$ cat config.mk
export PLATFORM = sky130hd
export DESIGN_NAME = sample_averager_flat
export DESIGN_NICKNAME = d
export VERILOG_FILES = /design/src/rtl/sample_avg_pkg.sv /design/src/rtl/sample_averager_if.sv /design/src/rtl/sample_averager_avg_divider.sv /design/src/rtl/sample_averager.sv /design/src/flat_wrapper.sv
export SDC_FILE = /design/constraint.sdc
export NUM_CORES = 1
export LEC_CHECK = 0
export ABC_CLOCK_PERIOD_IN_PS = 1620
export CELL_PAD_IN_SITES_DETAIL_PLACEMENT = 2
export CELL_PAD_IN_SITES_GLOBAL_PLACEMENT = 2
export CORE_ASPECT_RATIO = 1.2
export CORE_MARGIN = 10
export CORE_UTILIZATION = 29
export DETAILED_ROUTE_END_ITERATION = 12
export PLACE_DENSITY_LB_ADDON = 0.1
export REMOVE_ABC_BUFFERS = 1
export SYNTH_ARGS = -nofsm -noshare
export SYNTH_HDL_FRONTEND = slang
export SYNTH_SLANG_ARGS = --single-unit
$ cat constraint.sdc
create_clock -name clk -period 1.62 [get_ports clk]
set_input_delay 0.324 -clock clk [delete_from_list [all_inputs] [get_ports clk]]
set_output_delay 0.324 -clock clk [all_outputs]
set_load 0.005 [all_outputs]
$ cat src/rtl/sample_avg_pkg.sv
// Shared types and constants for the sample averager slice.
package sample_avg_pkg;

   localparam int unsigned Y_W            = 6;
   localparam int unsigned LOG2_N_DEFAULT = 2;

   typedef enum logic [1:0] {
      IDLE,
      ACC,
      HOLD
   } state_t;

endpackage

$ cat src/rtl/sample_averager_if.sv
// Sample-in / average-out bundle; master is the upstream/downstream environment, slave is the averager.
interface sample_averager_if;
   import sample_avg_pkg::*;

   logic           y_is_valid;
   logic [Y_W-1:0] y;
   logic           out_ready;
   logic [Y_W-1:0] avg;
   logic           avg_valid;
   logic           busy;
   logic           overrun;

   modport master (
      output y_is_valid, y, out_ready,
      input  avg, avg_valid, busy, overrun
   );

   modport slave (
      input  y_is_valid, y, out_ready,
      output avg, avg_valid, busy, overrun
   );

endinterface

$ cat src/rtl/sample_averager_avg_divider.sv
// Divides a full window sum by 2^LOG2_N; rounds half up when SAMPLE_AVERAGER_ROUND_EN is defined.
module avg_divider
   import sample_avg_pkg::*;
#(
   parameter int unsigned LOG2_N = LOG2_N_DEFAULT
) (
   input  logic [Y_W+LOG2_N-1:0] sum,
   output logic [Y_W-1:0]        avg
);

   localparam int unsigned SUM_W = Y_W + LOG2_N;

`ifdef SAMPLE_AVERAGER_ROUND_EN
   localparam logic [SUM_W-1:0] HALF = SUM_W'(1 << (LOG2_N - 1));

   // 63*N + N/2 < 64*N, so the biased sum never wraps
   logic [SUM_W-1:0] biased;

   always_comb begin
      biased = sum + HALF;
      avg    = biased[SUM_W-1:LOG2_N];
   end
`else
   always_comb begin
      avg = sum[SUM_W-1:LOG2_N];
   end
`endif

endmodule

$ cat src/rtl/sample_averager.sv
// Windowed sample averager: accumulates 2^LOG2_N samples, holds the average until handshake.
// Optional build macro: SAMPLE_AVERAGER_ROUND_EN (round half up instead of truncating).
module sample_averager
   import sample_avg_pkg::*;
#(
   parameter int unsigned LOG2_N = LOG2_N_DEFAULT
) (
   input  logic              clk,
   input  logic              rst,
   sample_averager_if.slave  bus
);

   localparam int unsigned SUM_W = Y_W + LOG2_N;
   localparam int unsigned CNT_W = LOG2_N + 1;
   localparam logic [CNT_W-1:0] LAST = CNT_W'((1 << LOG2_N) - 1);

   state_t           state, state_next;
   logic [SUM_W-1:0] sum, sum_next, sum_in;
   logic [CNT_W-1:0] count, count_next;
   logic [Y_W-1:0]   avg_r, avg_next, div_avg;
   logic             overrun_r, overrun_next;

   assign sum_in = sum + SUM_W'(bus.y);

   avg_divider #(.LOG2_N(LOG2_N)) u_div (
      .sum (sum_in),
      .avg (div_avg)
   );

   always_ff @(posedge clk or negedge rst) begin
      if (!rst) begin
         state     <= IDLE;
         sum       <= '0;
         count     <= '0;
         avg_r     <= '0;
         overrun_r <= 1'b0;
      end else begin
         state     <= state_next;
         sum       <= sum_next;
         count     <= count_next;
         avg_r     <= avg_next;
         overrun_r <= overrun_next;
      end
   end

   always_comb begin
      state_next = state;
      case (state)
         IDLE: if (bus.y_is_valid) state_next = ACC;
         ACC:  if (bus.y_is_valid && count == LAST) state_next = HOLD;
         HOLD: if (bus.out_ready) state_next = bus.y_is_valid ? ACC : IDLE;
         default: state_next = IDLE;
      endcase
   end

   always_comb begin
      sum_next     = sum;
      count_next   = count;
      avg_next     = avg_r;
      overrun_next = overrun_r;
      case (state)
         IDLE, ACC: begin
            if (bus.y_is_valid) begin
               if (state == ACC && count == LAST) begin
                  avg_next   = div_avg;
                  sum_next   = '0;
                  count_next = '0;
               end else begin
                  sum_next   = sum_in;
                  count_next = count + 1'b1;
               end
            end
         end
         HOLD: begin
            // sum is already zero here, so a coincident sample starts the next window directly
            if (bus.out_ready) begin
               sum_next   = bus.y_is_valid ? SUM_W'(bus.y) : '0;
               count_next = bus.y_is_valid ? CNT_W'(1) : '0;
            end else if (bus.y_is_valid) begin
               overrun_next = 1'b1;
            end
         end
         default: ;
      endcase
   end

   always_comb begin
      bus.avg       = avg_r;
      bus.avg_valid = (state == HOLD);
      bus.busy      = (state != IDLE);
      bus.overrun   = overrun_r;
   end

endmodule

$ cat src/flat_wrapper.sv
// flat-port wrapper written by rule: the top's interface ports become plain ports
module sample_averager_flat import sample_avg_pkg::*;
#(
   parameter int unsigned LOG2_N = LOG2_N_DEFAULT
)
  (clk, rst, bus_y_is_valid, bus_y, bus_out_ready, bus_avg, bus_avg_valid, bus_busy, bus_overrun);
  sample_averager_if bus_i ();
  input  logic clk;
  input  logic rst;
  input wire logic [$bits(bus_i.y_is_valid)-1:0] bus_y_is_valid;
  input wire logic [$bits(bus_i.y)-1:0] bus_y;
  input wire logic [$bits(bus_i.out_ready)-1:0] bus_out_ready;
  output wire logic [$bits(bus_i.avg)-1:0] bus_avg;
  output wire logic [$bits(bus_i.avg_valid)-1:0] bus_avg_valid;
  output wire logic [$bits(bus_i.busy)-1:0] bus_busy;
  output wire logic [$bits(bus_i.overrun)-1:0] bus_overrun;
  assign bus_i.y_is_valid = bus_y_is_valid;
  assign bus_i.y = bus_y;
  assign bus_i.out_ready = bus_out_ready;
  assign bus_avg = bus_i.avg;
  assign bus_avg_valid = bus_i.avg_valid;
  assign bus_busy = bus_i.busy;
  assign bus_overrun = bus_i.overrun;
  sample_averager #(.LOG2_N(LOG2_N)) u_core (.clk(clk), .rst(rst), .bus(bus_i));
endmodule
# Word-level counts from Yosys, hierarchy flattened
# Cells that the tools add are included.
# word_totals
wordCells,40
output_inout_bits,9
reg_bits,20
input_bits,10
# op_classes
n_mux,15
n_reduce_logical,10
bitwise_logic,1
n_addsub,2
n_eq_ne,7
# ops
cell,n
$mux W8,3
$pmux W8 S2,1
$reduce_and A3 Y1,4
$mux W3,3
$add A8 B6 Y8,1
$mux W2,3
$mux W6,1
$ne A2 B2 Y1 const B,3
$pmux W2 S3,1
$pmux W3 S2,1
$reduce_bool A2 Y1,2
$add A3 B1 Y3 const B,1
$eq A3 B2 Y1 const B,1
$eq A2 B1 Y1 const B,1
$eq A2 B2 Y1 const B,1
$logic_and A1 B1 Y1,2
$logic_not A2 Y1,1
$mux W1,2
$ne A2 B1 Y1 const B,1
$reduce_or A2 Y1,1
$not A1 Y1,1

# Depth between registers and ports, before layout
# Gate-level depths: netlist (run 1).
# depth
depth_word,5
mapped_depth,7

# Modules after synthesis
# A second synthesis (run 1) with hierarchy kept.
# hier_totals
hier_cells,116
area_unflattened_um2,1181.1
# by_module_without_submodules
mod,cells_per_inst,instances,area_per_inst_um2
sample_averager,110,1,1136.1
avg_divider,6,1,45.0

# Worst setup path after synthesis (run 1)
# Ideal clock, no wire load.
# synth_path
path_type,flip-flop to flip-flop
startpoint,register u_core.sum[0]
endpoint,register u_core.avg_r[2] (netlist: u_core.bus.avg[2])
slack_ps,-161
arrival_time_ps,1656
n_path_buf,0
t_required_ps,1495
path_stages_with_launch,7
path_cell_list,dfrtp_1 -> ha_1 -> fa_1 -> a21o_1 -> a21oi_1 -> xnor2_1 -> mux2_2
# synth_via
elab_chain_len,1
# synth_lines
item,line_no,rtl
from (decl),sample_averager.sv:18,"logic [SUM_W-1:0] sum, sum_next, sum_in;"
from (signal assigned),sample_averager.sv:39,sum <= sum_next;
$add A8 B6 Y8,sample_averager.sv:23,assign sum_in = sum + SUM_W'(bus.y);
to (signal assigned),sample_averager.sv:41,avg_r <= avg_next;
to (decl),sample_averager.sv:20,"logic [Y_W-1:0] avg_r, avg_next, div_avg;"
# Every way passes these cells.
# A chain may end at the register's enable or synchronous reset.

# Worst setup path after layout (run 1)
# layout_path
startpoint,register u_core.sum[0]
endpoint,register u_core.sum[6]
# layout_via
elab_chain_len,4
# layout_lines
item,line_no,rtl
$add A8 B6 Y8,sample_averager.sv:23,
$mux W8,sample_averager.sv:64,if (state == ACC && count == LAST) begin
$mux W8,sample_averager.sv:63,if (bus.y_is_valid) begin
$pmux W8 S2,sample_averager.sv:61,case (state)
# Every way passes these cells. The select of a mux whose other input is x is not followed.

==> results.tsv, run 1 <==
metric	value	unit
status	finished, violations left	
violated checks	negative setup slack	
global routing usage on met3	0.02561	
WHS	0.4134	ns
synth warn	0	
post-synth cell types	40	
WS Path Type	reg2reg	
slew margin rel.	0.7783	
f_max	563.0	MHz
Leak	0.8253	nW
Hold Vio Cnt, Final	0	
most common cell after layout, fill and taps aside	buf_4	
RePlAce Congestion	0.7806	
final antenna-violating net count	0	
GRT Max-Usage Layer	met2	
vias in the first global route	1196	
max-cap violations	0	
vias per cell	5.103	
largest net degree at the start of global routing	21	
maximum VDD drop	0.6342	mV
Place WS	-0.6851	ns
critical path arrival	1.97	ns
fin nets	181	
met1 usage	0.1248	
Final Max Slew Viols	0	
Setup TNS	-0.5502	ns
vias	1087	
Pre-antenna DRT Iters	4	
# hold bufs at CTS	0	
diode count	0	
CTS max path bufs	2	
initial antenna violation count	0	
setup ws final	-0.1563	ns
Power Dens Cells	1791	nW/um^2
WL per Instance	18.48	um
CP Capture Type	register	
H-tree lvl count	1	
First DRT Iteration DRCs	36	
critical path startpoint category	register	
Req. time, crit path	1.81	ns
Multi-input gate area	737.0	sq um
Synth Register Bits	20	
ratio of cells with drive above 1 in the final layout	0.3665	
Tot GR Track Use	0.1159	
first-pass GRT wire length	6175	um
CTS tree	built	
Mapped Area	1120	sq um
Final period util	1.096	
Syn-to-layout area delta	57.10	%
path category of the worst min-delay check	in2async	
die height	88.07	um
Tmin final	1.776	ns
final setup violation count	7	
Seq/Total Area, Yosys	0.4469	
Max Fanout on Critical Path	4	
# fillers	411	
Port Buffers	18	
DRC violations left	0	
Mapped Cells	112	
clk slew on worst S/H paths	0.08	ns
Worst-Skew Late Latency	0.26	ns
# rows	24	
CTS Sinks	20	
met2 Usage GRT	0.2157	
CTS buffer count	3	
die width	76.73	um
Initial Utilization	0.3032	
io pins	19	
grt ovf	0	
DPL Wire Length	2752	um
FF+latch area	501.7	sq um
Slew @ Worst Pin	0.3304	ns
core area	3694	sq um
DIE AREA	6757	sq um
Synth Area per Inst	9.998	sq um
most frequent cells in the layout	buf_4 (28), dfrtp_1 (19), clkdlybuf4s50_1 (11)	
WL final	3936	um
RSZ-0062 raised after global routing	true	
Final Skew	0.005012	ns
clk root buf	clkbuf_8	
-- timing repair --
action | in CTS | in global routing
cloned | 0 | 1
resized for setup | 25 | 14
setup endpoints to repair | 16 | 15
pin swaps | 18 | 13
buffers inserted | 4 | 3
hold endpoints to repair | 0 | 0
-- state kept, by name (all words and copies together), names as in the netlist --
| signal | count |
|---|---|
| u_core.count | 3 |
| u_core.state | 2 |
| u_core.bus.avg | 6 |
| u_core.sum | 8 |
| u_core.bus.overrun | 1 |
-- cells in the mapped netlist --
master / number / area (sq um)
a31oi_1: 1 / 6.260
clkbuf_1: 1 / 3.750
nand4b_1: 1 / 8.760
ha_1: 7 / 87.58
or4_1: 2 / 15.01
nand2b_1: 1 / 6.260
a21oi_1: 5 / 25.02
nor2_1: 10 / 37.54
or3_1: 1 / 6.260
dfrtp_1: 20 / 500.5
o211a_1: 1 / 10.01
o21ai_0: 10 / 50.05
a21o_2: 1 / 8.760
a22o_1: 2 / 17.52
nand2_1: 6 / 22.52
or2_0: 1 / 6.260
inv_1: 5 / 18.77
o21a_1: 1 / 7.510
a2bb2oi_1: 1 / 8.760
nor2b_1: 2 / 12.51
mux2_2: 1 / 11.26
a222oi_1: 3 / 30.03
buf_2: 1 / 5.000
a21o_1: 4 / 30.03
a21boi_2: 1 / 11.26
a21boi_0: 1 / 7.510
nor3_1: 1 / 5.000
and3_1: 1 / 6.260
a22oi_1: 2 / 15.01
xnor2_1: 2 / 17.52
fa_1: 1 / 20.02
a211oi_1: 2 / 15.01
xor2_1: 2 / 17.52
or2_2: 1 / 6.260
nand3_1: 2 / 10.01
inv_2: 1 / 3.750
a211o_1: 1 / 8.760
o211ai_1: 3 / 22.52
o31ai_1: 1 / 7.510
o21ai_1: 2 / 10.01
-- worst max-delay path, stage by stage, from the launching register on --
cell	delay, ns
dfrtp_1	0.36
ha_2	0.20
fa_2	0.25
a211oi_2	0.08
o21a_1	0.21
or4_4	0.52
nand3_2	0.09
-- cells by family (layout without fill, tap and decap cells) --
logic type	after synthesis	after routing	synth area share
AOI/OAI and AO/OA	42	43	0.2603
muxes	1	1	0.01006
xor gates and xnor gates	4	4	0.03129
DFF	20	20	0.4469
buffers and inverters	8	56	0.02792
adders and majority gates	8	8	0.09609
and+or+nand+nor	29	29	0.1274
-- path summary, 6_finish.rpt --
path,depth (start not counted),to,slack [ns],start
worst max-delay path,6,u_core.sum[6]$_DFFE_PN0P_,-0.16,u_core.sum[0]$_DFFE_PN0P_
worst min-delay path,2,u_core.bus.avg[2]$_DFFE_PN0P_,0.41,rst
worst max register to register,6,u_core.sum[6]$_DFFE_PN0P_,-0.16,u_core.sum[0]$_DFFE_PN0P_
worst min register to register,1,u_core.bus.overrun$_DFFE_PN0P_,0.46,u_core.bus.overrun$_DFFE_PN0P_
max in group asynchronous,2,u_core.sum[1]$_DFFE_PN0P_,0.97,rst
min in group clk,3,u_core.sum[0]$_DFFE_PN0P_,0.44,bus_y[0]
-- metrics by stage --
stage	total power (W)	std cells	instance area (sq um)	util
final	0.003150	213	1759	0.4763
after global placement	0.002379	202	1521	0.4119
after global routing	0.003412	213	1759	0.4763
after floorplan	0.001665	110	1111	-
after CTS	0.003018	209	1682	0.4553
after detailed placement	0.002450	202	1521	0.4119
-- routing by layer --
layer / vias up / wire length [um]
li1: 517 / -
met1: 534 / 1603
met2: 27 / 2136
met3: 9 / 98
met4: 0 / 97
met5: - / 0
-- cell type report --
| cell class | instances | share of cell area |
|---|---|---|
| clock buffers | 3 | 0.02347 |
| inverters | 6 | 0.01422 |
| multi-input cells | 85 | 0.4189 |
| flip-flops and latches | 20 | 0.2852 |
| well taps | 52 | 0.03698 |
| repair buffers | 47 | 0.2212 |
-- power breakdown --
part	internal [W]	leakage, nW	switching, W
Sequential	0.000731	0.245	0.000187
Combinational	0.00106	0.558	0.000841
Clock	0.000166	0.0216	0.000163
(Power assumes the default switching activity.)
==> inputs of run 2 (changes only) <==
==> constraint.sdc (replaced) <==
create_clock -name clk -period 1.62 [get_ports clk]
set_input_delay 0.324 -clock clk [delete_from_list [all_inputs] [get_ports clk]]
set_output_delay 0.324 -clock clk [all_outputs]
set_load 0.01 [all_outputs]
==> run 2 against run 1 <==
  * The flow still finishes with violations (negative setup slack)
  * Sequential power rose by 0.9%
  * Setup slack lost 0.036 ns
  * Utilization increased by 1.7 points
  * Maximum frequency shrank 2.0%
  * Largest power group unchanged
==> results.tsv, run 2 (synthesis results as in run 1) <==
metric	value	unit	change
status	finished, violations left		
violated checks	negative setup slack		
setup ws final	-0.1923	ns	-0.03604 ns
vias in the first global route	1217		+1.8%
largest net degree at the start of global routing	21		unchanged
DRC violations left	0		unchanged
DIE AREA	6757	sq um	unchanged
# rows	24		unchanged
vias	1107		+1.8%
Place WS	-0.7009	ns	-0.01580 ns
final antenna-violating net count	0		unchanged
Final period util	1.119		+0.02225
critical path startpoint category	register		
path category of the worst min-delay check	in2async		
Leak	0.8449	nW	+2.4%
Final Skew	0.007559	ns	+0.002548 ns
cells on worst reg2reg path	6		unchanged
io pins	19		unchanged
ratio of cells with drive above 1 in the final layout	0.4096		+0.04318
die width	76.73	um	unchanged
Placed Area	1521	sq um	unchanged
Util after Layout	0.4929		+0.01660
maximum VDD drop	0.9068	mV	+43%
diode count	0		unchanged
Tot GR Track Use	0.1132		-0.002765
CTS buffer count	3		unchanged
switching power	0.001311	W	+10%
clock share of power	0.114		+0.010
grt ovf	0		unchanged
final setup violation count	8		+1
max-cap violations	0		unchanged
RR Startpoint	u_core.sum[0]$_DFFE_PN0P_		
Cell Count, Final, Fillers Out	218		+2.3%
fin nets	185		+2.2%
CTS tree	built		
Final Max Slew Viols	0		unchanged
RR Endpoint	u_core.bus.avg[2]$_DFFE_PN0P_		
Overall Power	0.003439	W	+9.2%
max FFs per register	8		unchanged
f_max	551.8	MHz	-2.0%
first-pass GRT wire length	6196	um	+0.34%
Final Cell Area	1821	sq um	+3.5%
Max Fanout on Critical Path	3		-1
Biggest register	u_core.sum		
Port Buffers	18		unchanged
DPL Wire Length	2832	um	+2.9%
Worst-Skew Late Latency	0.26	ns	about the same
critical path arrival	1.97	ns	about the same
most common cell after layout, fill and taps aside	buf_4		
Power Dens Cells	1889	nW/um^2	+5.5%
Tmin final	1.812	ns	+0.03604 ns
Logic pwr share	0.617		+0.013
CP Capture Type	register		
First DRT Iteration DRCs	39		+8.3%
WS Path Type	reg2reg		
Slew @ Worst Pin	0.5247	ns	+0.1943 ns
internal power	0.002128	W	+8.7%
Req. time, crit path	1.77	ns	-0.04 ns
clk root buf	clkbuf_8		
placed instance count	202		unchanged
Pre-antenna DRT Iters	4		unchanged
initial antenna violation count	0		unchanged
die height	88.07	um	unchanged
most frequent cells in the layout	buf_4 (32), dfrtp_1 (19), clkdlybuf4s50_1 (11)		
slew margin rel.	0.6479		-0.1304
RSZ-0062 raised after global routing	true		
clk slew on worst S/H paths	0.08	ns	about the same
vias per cell	5.078		-0.50%
RePlAce Congestion	0.7620		-2.4%
core area	3694	sq um	unchanged
H-tree lvl count	1		unchanged
CTS max path bufs	2		unchanged
Flop pwr share	0.269		-0.022
Net Sw Frac	0.3811		+0.002758
Syn-to-layout area delta	62.57	%	
Initial Utilization	0.3032		unchanged
Hold Vio Cnt, Final	0		unchanged
WL final	4062	um	+3.2%
# fillers	385		-6.3%
setup slack, reg-to-reg	-0.19	ns	-0.04 ns
CTS Sinks	20		unchanged
WL per Instance	18.63	um	+0.83%
run 2: final cells by class:
class	count	area (sq um)	share of cell area
inverter	6	22.52	0.01237
tap	52	65.06	0.03574
timing repair buffer	51	420.4	0.2309
clock buffer	4	55.05	0.03024
multi-input combinational	85	755.7	0.4151
sequential	20	501.7	0.2756
run 2: worst max-delay path by stage:
stage	from	endpoint	slack [ns]	cells after the start
CTS	u_core.sum[0]$_DFFE_PN0P_	u_core.sum[6]$_DFFE_PN0P_	-0.17	6
detailed placement	bus_y[0]	u_core.bus.avg[2]$_DFFE_PN0P_	-0.70	7
global placement	bus_y[0]	u_core.bus.avg[2]$_DFFE_PN0P_	-0.64	7
finish	u_core.sum[0]$_DFFE_PN0P_	u_core.bus.avg[2]$_DFFE_PN0P_	-0.19	6
global route	u_core.sum[0]$_DFFE_PN0P_	u_core.bus.avg[2]$_DFFE_PN0P_	-0.27	6
floorplan	u_core.sum[0]$_DFFE_PN0P_	u_core.bus.avg[2]$_DFFE_PN0P_	-0.16	6
run 2: through the flow:
stage	hold slack, ns	setup TNS, ns
2_1_floorplan	0.02841	-0.3659
3_3_place_gp	0.4461	-6.562
3_5_place_dp	0.4548	-7.122
4_1_cts	0.4204	-0.8019
5_1_grt	0.4353	-1.512
6_report	0.4114	-0.7830
run 2: metal layers:
layer  global-route usage  vias to the layer above  share of wire
met2               0.2264                       16           0.55
met5                    0                        -              0
met1               0.1147                      563           0.41
li1                     -                      524              -
met3              0.02357                        4          0.032
met4              0.03384                        0         0.0034
run 2: repair_timing:
action                                 CTS  global route
hold buffers                             0             0
pin swaps                               17            20
setup buffers                            4             9
setup endpoints to repair               16            13
gates resized for setup                 27            17
endpoints found under the hold margin    0             0
cloned                                   0             1
run 2: power by group through the flow:
stage | sequential [W] | clock (W) | combinational [W]
global placement | 0.000884 | 0 | 0.00153
detailed placement | 0.000906 | 0 | 0.00159
finish | 0.000926 | 0.000391 | 0.00212
CTS | 0.000917 | 0.000408 | 0.00184
global route | 0.000954 | 0.000432 | 0.00233
floorplan | 0.000901 | 0 | 0.000802
run 2: worst max-delay path, cell delays in order (launching register included):
cell and delay, ns:
dfrtp_1 0.39, ha_2 0.20, fa_2 0.37, a21o_1 0.20, a21oi_2 0.16, xnor2_1 0.11
mux2_4 0.26
==> inputs of run 3 (changes only) <==
--- a/config.mk
+++ b/config.mk
@@ -12,6 +12,7 @@
 export CORE_MARGIN = 10
 export CORE_UTILIZATION = 29
 export DETAILED_ROUTE_END_ITERATION = 12
+export GPL_TIMING_DRIVEN = 0
 export PLACE_DENSITY_LB_ADDON = 0.1
 export REMOVE_ABC_BUFFERS = 1
 export SYNTH_ARGS = -nofsm -noshare
==> run 3 against run 2 <==
  * The run still ends with negative setup slack left
  * Clock power is essentially flat
  * Sequential share of layout area grew 2.9 points
  * First-iteration DRC count shrank 18%
  * Sequential power is 0.8% higher
  * Global-route usage shrank 1.4 points
  * Critical endpoint unchanged
  * Sequential cell count unchanged
  * Critical path depth unchanged
  * Critical path type unchanged
  * Cell count decreased by 11%
  * Power is 9.7% lower
  * Combinational power down 16%
==> results.tsv, run 3 (synthesis results as in run 1) <==
metric	value	unit	change
CTS Sinks	20		unchanged
Placed Area	1356	sq um	-11%
cells on worst reg2reg path	6		unchanged
# fillers	411		+6.8%
hold path cells	1		
Syn-to-layout area delta	47.60	%	
slew margin rel.	0.3528		-0.2950
vias in the first global route	1122		-7.8%
clk slew on worst S/H paths	0.08	ns	about the same
Tot GR Track Use	0.09934		-0.01383
Hold Vio Cnt, Final	0		unchanged
Initial Utilization	0.3032		unchanged
# rows	24		unchanged
critical path startpoint category	register		
DIE AREA	6757	sq um	unchanged
Max Fanout on Critical Path	3		unchanged
initial antenna violation count	0		unchanged
WL final	3548	um	-13%
die height	88.07	um	unchanged
core area	3694	sq um	unchanged
vias	1005		-9.2%
Biggest register	u_core.sum		
Worst-Skew Late Latency	0.26	ns	about the same
Power Dens Cells	1880	nW/um^2	-0.50%
RR Startpoint	u_core.sum[0]$_DFFE_PN0P_		
fin nets	162		-12%
WHS	0.4600	ns	+0.04853 ns
clk root buf	clkbuf_8		
Worst path max stage delay	0.41	ns	+0.02 ns
violated checks	negative setup slack		
largest net degree at the start of global routing	21		unchanged
Cell Count, Final, Fillers Out	195		-11%
Final Cell Area	1653	sq um	-9.2%
final setup violation count	6		-2
placed instance count	180		-11%
First DRT Iteration DRCs	32		-18%
Pre-antenna DRT Iters	4		unchanged
ratio of cells with drive above 1 in the final layout	0.2937		-0.1159
Final period util	1.108		-0.01119
DRC violations left	0		unchanged
FF+latch area	503.0	sq um	+0.25%
CP Capture Type	register		
CTS max path bufs	2		unchanged
io pins	19		unchanged
CTS tree	built		
setup ws final	-0.1742	ns	+0.01813 ns
status	finished, violations left		
Top delay family on crit path	adder cells		
Req. time, crit path	1.77	ns	about the same
most common cell after layout, fill and taps aside	dfrtp_1		
vias per cell	5.154		+1.5%
CTS buffer count	3		unchanged
Leak	0.7157	nW	-15%
final antenna-violating net count	0		unchanged
first-pass GRT wire length	5520	um	-11%
Tmin final	1.794	ns	-0.01813 ns
Place WS	-0.7108	ns	-0.009976 ns
Port Buffers	18		unchanged
setup slack, reg-to-reg	-0.17	ns	+0.02 ns
stages on the worst setup path	6		unchanged
worst path bufs/invs	0		unchanged
f_max	557.4	MHz	+1.0%
Util after Layout	0.4475		-0.04539
die width	76.73	um	unchanged
H-tree lvl count	1		unchanged
path category of the worst min-delay check	reg2reg		
Multi-input gate area	748.2	sq um	-0.99%
hold_sp	u_core.bus.overrun$_DFFE_PN0P_		
Final Skew	0.002409	ns	-0.005150 ns
grt ovf	0		unchanged
Final Max Slew Viols	0		unchanged
RSZ-0062 raised after global routing	true		
Worst Hold End	u_core.bus.overrun$_DFFE_PN0P_		
critical path arrival	1.94	ns	-0.03 ns
most frequent cells in the layout	dfrtp_1 (18), clkdlybuf4s50_1 (10), buf_4 (10)		
Slowest cell on crit path	dfrtp_1		
CP cell instances	ha_4 > fa_2 > a21o_1 > a21oi_2 > xnor2_1 > mux2_4		
RePlAce Congestion	0.7063		-7.3%
WS Path Type	reg2reg		
WL per Instance	18.19	um	-2.4%
max FFs per register	8		unchanged
max-cap violations	0		unchanged
RR Endpoint	u_core.bus.avg[2]$_DFFE_PN0P_		
Slew @ Worst Pin	0.9677	ns	+0.4430 ns
DPL Wire Length	2465	um	-13%
maximum VDD drop	0.7125	mV	-21%
diode count	0		unchanged
[run 3: cell types whose count changed in the layout (fill, tap and decap cells not counted), moves of 2 or more]
cell / delta
or4_1: +2
nand3_1: +2
nand3_2: -2
ha_4: +2
buf_4: -22
or4_4: -2
[run 3: how the worst max path moves through the flow]
| stage | from | endpoint | slack (ns) |
|---|---|---|---|
| after global placement | bus_y[0] | u_core.bus.avg[2]$_DFFE_PN0P_ | -0.73 |
| final | u_core.sum[0]$_DFFE_PN0P_ | u_core.bus.avg[2]$_DFFE_PN0P_ | -0.17 |
| after global routing | u_core.sum[0]$_DFFE_PN0P_ | u_core.bus.avg[2]$_DFFE_PN0P_ | -0.24 |
| after CTS | u_core.sum[0]$_DFFE_PN0P_ | u_core.bus.avg[2]$_DFFE_PN0P_ | -0.17 |
| after floorplan | u_core.sum[0]$_DFFE_PN0P_ | u_core.bus.avg[2]$_DFFE_PN0P_ | -0.16 |
| after detailed placement | bus_y[0] | u_core.bus.avg[2]$_DFFE_PN0P_ | -0.71 |
[run 3: cell type report]
type	count	area share
clock buffers	4	0.03331
inverters	6	0.01363
multi-input cells	84	0.4527
flip-flops and latches	20	0.3043
well taps	52	0.03936
repair buffers	29	0.1567
[run 3: metrics by stage]
step / power (W) / TNS, ns
after floorplan: 0.001703 / -0.3659
final: 0.003107 / -0.6394
after global placement: 0.002144 / -7.168
after detailed placement: 0.002213 / -7.526
after CTS: 0.002778 / -0.9009
after global routing: 0.003374 / -1.102
[run 3: timing repair]
action / in CTS / in global routing
hold buffers: 0 / 0
resized for setup: 20 / 25
endpoints found under the setup margin: 17 / 14
pin swaps: 10 / 19
buffers inserted: 4 / 7
[run 3: per-layer routing]
metal  share of wire  wire length [um]  track usage  vias to the layer above
met3           0.026                91      0.01742                        4
li1                -                 -            -                      472
met1            0.40              1434       0.1100                      513
met4          0.0048                17      0.02538                        0
met5               0                 0            0                        -
met2            0.56              2004       0.1911                       16
[run 3: where the power goes]
| group | internal [W] | switching, W |
|---|---|---|
| combinational | 0.000944 | 0.000838 |
| sequential | 0.000731 | 0.000202 |
| clock | 0.000216 | 0.000176 |
| total | 0.00189 | 0.00122 |
